===== src/rtl/uart_prog_loader_pkg.sv =====
// Shared configuration for the UART program loader: default line settings,
// RAM address width and the receive FSM state encodings.
package uart_prog_loader_pkg;

    localparam int unsigned DEFAULT_CLK_FREQ = 50_000_000;
    localparam int unsigned DEFAULT_BAUD     = 115_200;
    localparam int unsigned ADDR_W           = 16;
    localparam int unsigned DATA_W           = 8;

    typedef enum logic [2:0] {
        ST_IDLE    = 3'd0,
        ST_START   = 3'd1,
        ST_DATA    = 3'd2,
        ST_STOP    = 3'd3,
        ST_WAIT_HI = 3'd4
    } uart_state_e;

    function automatic int unsigned calc_clks_per_bit(input int unsigned clk_freq,
                                                      input int unsigned baud);
        return clk_freq / baud;
    endfunction

endpackage


===== src/rtl/uart_prog_loader_if.sv =====
// Instruction-RAM byte-write port driven by the loader.
// Handshake: uart_done is a one-cycle strobe; buffer and data_addr are valid while it is high (no back-pressure).
interface uart_prog_loader_if;
    import uart_prog_loader_pkg::*;

    logic              uart_done;
    logic [DATA_W-1:0] buffer;
    logic [ADDR_W-1:0] data_addr;

    modport master (output uart_done, output buffer, output data_addr);
    modport slave  (input  uart_done, input  buffer, input  data_addr);

endinterface


===== src/rtl/uart_prog_loader_baud_gen.sv =====
// Reloadable baud down-counter: load_half arms a half-bit delay, after which
// tick fires once per full bit period while run is held.
module uart_baud_gen #(
    parameter int unsigned CLKS_PER_BIT = 434
) (
    input  logic clk,
    input  logic rst,
    input  logic load_half,
    input  logic run,
    output logic tick
);

    localparam int unsigned CNT_W = (CLKS_PER_BIT > 2) ? $clog2(CLKS_PER_BIT) : 1;
    localparam logic [CNT_W-1:0] HALF_RELOAD = CNT_W'(CLKS_PER_BIT / 2 - 1);
    localparam logic [CNT_W-1:0] FULL_RELOAD = CNT_W'(CLKS_PER_BIT - 1);

    logic [CNT_W-1:0] cnt_q, cnt_d;

    always_comb begin
        cnt_d = cnt_q;
        tick  = run && (cnt_q == '0);
        if (load_half) begin
            cnt_d = HALF_RELOAD;
        end else if (run) begin
            if (cnt_q == '0) cnt_d = FULL_RELOAD;
            else             cnt_d = cnt_q - CNT_W'(1);
        end
    end

    always_ff @(posedge clk or posedge rst) begin
        if (rst) cnt_q <= '0;
        else     cnt_q <= cnt_d;
    end

endmodule


===== src/rtl/uart_prog_loader.sv =====
// Serial program loader: 8N1 receiver that writes each good byte into the
// instruction RAM at an auto-incrementing address and tracks the load session.
module uart_prog_loader
    import uart_prog_loader_pkg::*;
#(
    parameter int unsigned CLK_FREQ     = DEFAULT_CLK_FREQ,
    parameter int unsigned BAUD         = DEFAULT_BAUD,
    parameter int unsigned IDLE_TIMEOUT = 20
) (
    input  logic                clk,
    input  logic                rst,
    input  logic                rx,
    input  logic                addr_clr,
    uart_prog_loader_if.master  wr,
    output logic                frame_err,
    output logic                load_active,
    output logic                load_done,
    output uart_state_e         state_dbg
);

    localparam int unsigned CLKS_PER_BIT = calc_clks_per_bit(CLK_FREQ, BAUD);
    localparam int unsigned TIMEOUT_CYC  = IDLE_TIMEOUT * CLKS_PER_BIT;
    localparam int unsigned IDLE_W       = $clog2(TIMEOUT_CYC + 1);
    localparam logic [IDLE_W-1:0] TIMEOUT_LAST = IDLE_W'(TIMEOUT_CYC - 1);

    logic rx_meta_q, rx_sync_q, rx_prev_q;

    uart_state_e       state_q, state_d;
    logic [7:0]        shift_q, shift_d;
    logic [2:0]        bit_idx_q, bit_idx_d;
    logic [DATA_W-1:0] buffer_q, buffer_d;
    logic              uart_done_q, uart_done_d;
    logic              frame_err_q, frame_err_d;
    logic [ADDR_W-1:0] data_addr_q, data_addr_d;
    logic              load_active_q, load_active_d;
    logic              load_done_q, load_done_d;
    logic [IDLE_W-1:0] idle_cnt_q, idle_cnt_d;

    logic load_half, baud_run, baud_tick, start_edge;

    uart_baud_gen #(.CLKS_PER_BIT(CLKS_PER_BIT)) u_baud (
        .clk       (clk),
        .rst       (rst),
        .load_half (load_half),
        .run       (baud_run),
        .tick      (baud_tick)
    );

    // Receive FSM: every decision uses the synchronised line.
    always_comb begin
        state_d     = state_q;
        shift_d     = shift_q;
        bit_idx_d   = bit_idx_q;
        buffer_d    = buffer_q;
        uart_done_d = 1'b0;
        frame_err_d = 1'b0;
        load_half   = 1'b0;
        baud_run    = 1'b0;
        start_edge  = 1'b0;
        case (state_q)
            ST_IDLE: begin
                if (rx_prev_q && !rx_sync_q) begin
                    start_edge = 1'b1;
                    load_half  = 1'b1;
                    state_d    = ST_START;
                end
            end
            ST_START: begin
                baud_run = 1'b1;
                if (baud_tick) begin
                    if (!rx_sync_q) begin
                        state_d   = ST_DATA;
                        bit_idx_d = 3'd0;
                    end else begin
                        state_d = ST_IDLE;
                    end
                end
            end
            ST_DATA: begin
                baud_run = 1'b1;
                if (baud_tick) begin
                    shift_d   = {rx_sync_q, shift_q[7:1]};
                    bit_idx_d = bit_idx_q + 3'd1;
                    if (bit_idx_q == 3'd7) state_d = ST_STOP;
                end
            end
            ST_STOP: begin
                baud_run = 1'b1;
                if (baud_tick) begin
                    if (rx_sync_q) begin
                        buffer_d    = shift_q;
                        uart_done_d = 1'b1;
                        state_d     = ST_IDLE;
                    end else begin
                        frame_err_d = 1'b1;
                        state_d     = ST_WAIT_HI;
                    end
                end
            end
            ST_WAIT_HI: begin
                // A held-low break must not be mistaken for a new start bit.
                if (rx_sync_q) state_d = ST_IDLE;
            end
            default: state_d = ST_IDLE;
        endcase
    end

    // Address counter: clear beats increment; the strobe cycle still shows the old address.
    always_comb begin
        data_addr_d = data_addr_q;
        if (addr_clr)         data_addr_d = '0;
        else if (uart_done_q) data_addr_d = data_addr_q + ADDR_W'(1);
    end

    always_comb begin
        load_active_d = load_active_q;
        load_done_d   = 1'b0;
        idle_cnt_d    = '0;
        if (uart_done_d) begin
            load_active_d = 1'b1;
        end else if (state_q == ST_IDLE && load_active_q && !start_edge) begin
            if (idle_cnt_q == TIMEOUT_LAST) begin
                load_active_d = 1'b0;
                load_done_d   = 1'b1;
            end else begin
                idle_cnt_d = idle_cnt_q + IDLE_W'(1);
            end
        end
    end

    always_ff @(posedge clk or posedge rst) begin
        if (rst) begin
            rx_meta_q     <= 1'b1;
            rx_sync_q     <= 1'b1;
            rx_prev_q     <= 1'b1;
            state_q       <= ST_IDLE;
            shift_q       <= '0;
            bit_idx_q     <= '0;
            buffer_q      <= '0;
            uart_done_q   <= 1'b0;
            frame_err_q   <= 1'b0;
            data_addr_q   <= '0;
            load_active_q <= 1'b0;
            load_done_q   <= 1'b0;
            idle_cnt_q    <= '0;
        end else begin
            rx_meta_q     <= rx;
            rx_sync_q     <= rx_meta_q;
            rx_prev_q     <= rx_sync_q;
            state_q       <= state_d;
            shift_q       <= shift_d;
            bit_idx_q     <= bit_idx_d;
            buffer_q      <= buffer_d;
            uart_done_q   <= uart_done_d;
            frame_err_q   <= frame_err_d;
            data_addr_q   <= data_addr_d;
            load_active_q <= load_active_d;
            load_done_q   <= load_done_d;
            idle_cnt_q    <= idle_cnt_d;
        end
    end

    assign wr.uart_done = uart_done_q;
    assign wr.buffer    = buffer_q;
    assign wr.data_addr = data_addr_q;
    assign frame_err    = frame_err_q;
    assign load_active  = load_active_q;
    assign load_done    = load_done_q;
    assign state_dbg    = state_q;

endmodule


===== src/flat_wrapper.sv =====
// flat-port wrapper written by rule: the top's interface ports become plain ports
module uart_prog_loader_flat import uart_prog_loader_pkg::*;
#(
    parameter int unsigned CLK_FREQ     = DEFAULT_CLK_FREQ,
    parameter int unsigned BAUD         = DEFAULT_BAUD,
    parameter int unsigned IDLE_TIMEOUT = 20
)
  (clk, rst, rx, addr_clr, frame_err, load_active, load_done, state_dbg, wr_uart_done, wr_buffer, wr_data_addr);
  uart_prog_loader_if wr_i ();
  input  logic clk;
  input  logic rst;
  input  logic rx;
  input  logic addr_clr;
  output logic frame_err;
  output logic load_active;
  output logic load_done;
  output uart_state_e state_dbg;
  output wire logic [$bits(wr_i.uart_done)-1:0] wr_uart_done;
  output wire logic [$bits(wr_i.buffer)-1:0] wr_buffer;
  output wire logic [$bits(wr_i.data_addr)-1:0] wr_data_addr;
  assign wr_uart_done = wr_i.uart_done;
  assign wr_buffer = wr_i.buffer;
  assign wr_data_addr = wr_i.data_addr;
  uart_prog_loader #(.CLK_FREQ(CLK_FREQ), .BAUD(BAUD), .IDLE_TIMEOUT(IDLE_TIMEOUT)) u_core (.clk(clk), .rst(rst), .rx(rx), .addr_clr(addr_clr), .wr(wr_i), .frame_err(frame_err), .load_active(load_active), .load_done(load_done), .state_dbg(state_dbg));
endmodule

===== config.mk =====
export PLATFORM = sky130hd
export DESIGN_NAME = uart_prog_loader_flat
export DESIGN_NICKNAME = d
export VERILOG_FILES = /design/src/rtl/uart_prog_loader_pkg.sv /design/src/rtl/uart_prog_loader_if.sv /design/src/rtl/uart_prog_loader_baud_gen.sv /design/src/rtl/uart_prog_loader.sv /design/src/flat_wrapper.sv
export SDC_FILE = /design/constraint.sdc
export NUM_CORES = 1
export LEC_CHECK = 0
export ABC_AREA = 1
export BUFFER_PORTS_ARGS = -buffer_cell sky130_fd_sc_hd__buf_2
export CORE_ASPECT_RATIO = 1.75
export CORE_UTILIZATION = 49
export CTS_CLUSTER_SIZE = 25
export DETAILED_ROUTE_END_ITERATION = 10
export GPL_TIMING_DRIVEN = 1
export PLACE_DENSITY = 0.69
export RECOVER_POWER = 100
export SYNTH_ARGS = -nofsm -noshare
export SYNTH_HDL_FRONTEND = slang
export SYNTH_SLANG_ARGS = --single-unit

===== constraint.sdc =====
create_clock -name clk -period 4.9 [get_ports clk]
set_clock_uncertainty 0.05 [all_clocks]
set_input_delay 0.735 -clock clk [delete_from_list [all_inputs] [get_ports clk]]
set_output_delay 0.735 -clock clk [all_outputs]
set_load 0.005 [all_outputs]

==> out/metrics.yaml <==
h-tree-depth: 3
power_frac_seq_pct: 41.0
pwr_density_cell_nw_per_um2: 418
nets: 448
drc: 0
hold_viol: 0
detail-route-antenna-nets: 0
rsz0062_at_grt: "false"
finalSetupTns_ns: 0
fp.dieW_um: 63.7
drv_slew: 0
post_drt_via_cell_ratio: 4.99
cts_setup_buffers: 0
layout_common_cells: "nand2_1, dfrtp_1, nor2_1"
postLayoutCellArea_um2: 3780
path_max_fanout: 17
grt_pass1_wl_mm: 11.5
worstSetupStartpointType: "register"
grt_max_degree: 69
hold_slack_ns: 0.309
syn_area_per_cell_um2: 8.26
vdd_drop_max_mv: 0.326
fmax_ghz: 0.449
power_frac_clock_pct: 43.7
grt_pass1_vias: 2640
period_needed_ns: 2.23
post-place-ws_ns: 3.00
pwr-share-comb_pct: 15.3
overflow: 0
io_buffers: 34
period_share_pct: 45.4
wirelength_mm: 6.62
worstPathRequired_ns: 5.04
clkTransAtPathRegs_ns: 0.05
syn_area_um2: 3270
yosysTopAreaCell: "dfrtp_1"
r2r_cells: 9
setup_violations: 0
p_leak_nw: 1.81
num_io_pins: 35
fp-row-count: 39
fillers: 593
cts_sinks: 68
numCtsBuffers: 9
gp_congestion: 0.867
tritoncts: "yes"
synth_cells: 396
p_sw_share_pct: 26.5
hold_path_depth: 0
core-area_um2: 6490
place_area_um2: 3530
path_class: "reg2reg"
clkLatencyLatePin_ns: 0.33
synth_area_leaders: "dfrtp_1, nand2_1, nor2_1"
cts_hold_buf: 0
status: "finished clean"
synth_cell_types: 35
grt.total_usage_pct: 21.8
hold_path.class: "reg2reg"
final_common_cell: "nand2_1"
vias: 2622
tightest_slew_ns: 0.839
area_growth_syn_to_layout_pct: 15.8
clock_tree.root_cell: "clkbuf_16"
ys_seq_area_share_pct: 52.2
cellInternalPower_mw: 1.16
routedWlPerCell_um: 12.6
synth.top_cell.area_share_pct: 49.8
relSlewSlack_pct: 44.1
hpwlAfterDp_mm: 4.76
power_switching_uw: 419
placed_cells: 510
yosys_warnings: 0
antennaDiodeCount: 0
synth_nets: 405
ys_seq_elements: 68
drive_gt1_share_pct: 9.93
drtIter0Drc: 138
layout.cells.non_filler: 525
dieArea_um2: 7020
drt_pass1_iterations: 4
cts.path.max_buffers: 2
arrival_ns: 2.37
antenna_found_initial: 0
max-cap-violations: 0
endpoint_kind: "register"
fin_ws_ns: 2.67
floorplan.initialDensity_pct: 50.4
die_h_um: 110
cts_resized: 0
## synthesized netlist by cell type (all sizes together)
library cell,number
nand2,95
dfrtp,65
nor2,61
inv,56
o21ai,32
nand3,25
a21oi,11
nor3,10
xor2,9
nand4,6
ha,5
dfstp,3
buf,2
nor3b,2
o21bai,2
o22ai,2
xnor2,2
a211oi,1
a21o,1
and3,1
clkbuf,1
nand3b,1
nor4,1
o211ai,1
o21a,1
## cell families after synthesis
kind of cell | Yosys count | synth area share (%)
simple gates | 202 | 27.5
xor+xnor | 11 | 2.95
compound gates | 51 | 8.46
buf+inv | 59 | 7.04
flops | 68 | 52.2
fa+ha+maj | 5 | 1.91
## cell type report
class	count	area, µm²	share of cell area [%]
clock buffers	11	253	6.68
clock inverters	4	72.6	1.92
inverters	56	210	5.55
multi-input cells	269	1290	34.0
flip-flops and latches	68	1710	45.1
well taps	82	103	2.71
repair buffers	35	155	4.10
## power by group through the flow
stage / Sequential [mW] / Clock [mW] / Combinational [mW]
4_1_cts: 0.651 / 0.712 / 0.255
2_1_floorplan: 0.652 / 0 / 0.201
3_3_place_gp: 0.658 / 0 / 0.246
5_1_grt: 0.655 / 0.736 / 0.280
6_report: 0.649 / 0.693 / 0.242
3_5_place_dp: 0.660 / 0 / 0.252
## worst max-delay path, cell delays in order (launching register included)
cell     delay [ns]
dfrtp_1        0.36
inv_1          0.10
ha_1           0.21
nand2_1        0.07
nor2_1         0.20
nand3_1        0.21
nor2_1         0.28
nand2_1        0.37
nand2_1        0.14
o21ai_0        0.09
## layer usage
metal  global-route usage [%]  vias up  share of wire (%)
li1                         -     1342                  -
met2                     39.9       44                 53
met3                     5.76       12                3.4
met1                     22.3     1224                 41
met5                        0        -                  0
met4                     11.7        0                2.4
## final timing paths
path | start | endpoint | slack, ns
setup / recovery | u_core.u_baud.cnt_q[0] | u_core.wr.buffer[4] | 2.67
hold / removal | u_core.rx_meta_q | u_core.rx_sync_q | 0.31
setup reg to reg | u_core.u_baud.cnt_q[0] | u_core.wr.buffer[4] | 2.67
hold reg to reg | u_core.rx_meta_q | u_core.rx_sync_q | 0.31
max in group asynchronous | rst | u_core.wr.data_addr[10] | 3.65
min in group asynchronous | rst | u_core.wr.data_addr[14] | 0.60
## sequential cells by signal, indices dropped and copies added (netlist names), 3 cells and up
signal / count
u_core.state_dbg: 3
u_core.wr.data_addr: 16
u_core.bit_idx_q: 3
u_core.idle_cnt_q: 14
u_core.shift_q: 8
u_core.u_baud.cnt_q: 9
u_core.wr.buffer: 8
## metrics by stage
| stage | power, mW | utilization [%] |
|---|---|---|
| after floorplan | 0.853 | - |
| after global placement | 0.904 | 54.4 |
| after detailed placement | 0.912 | 54.4 |
| after CTS | 1.62 | 59.4 |
| after global routing | 1.67 | 58.3 |
| final | 1.58 | 58.3 |
No activity file was read; power rests on OpenSTA's default activity.
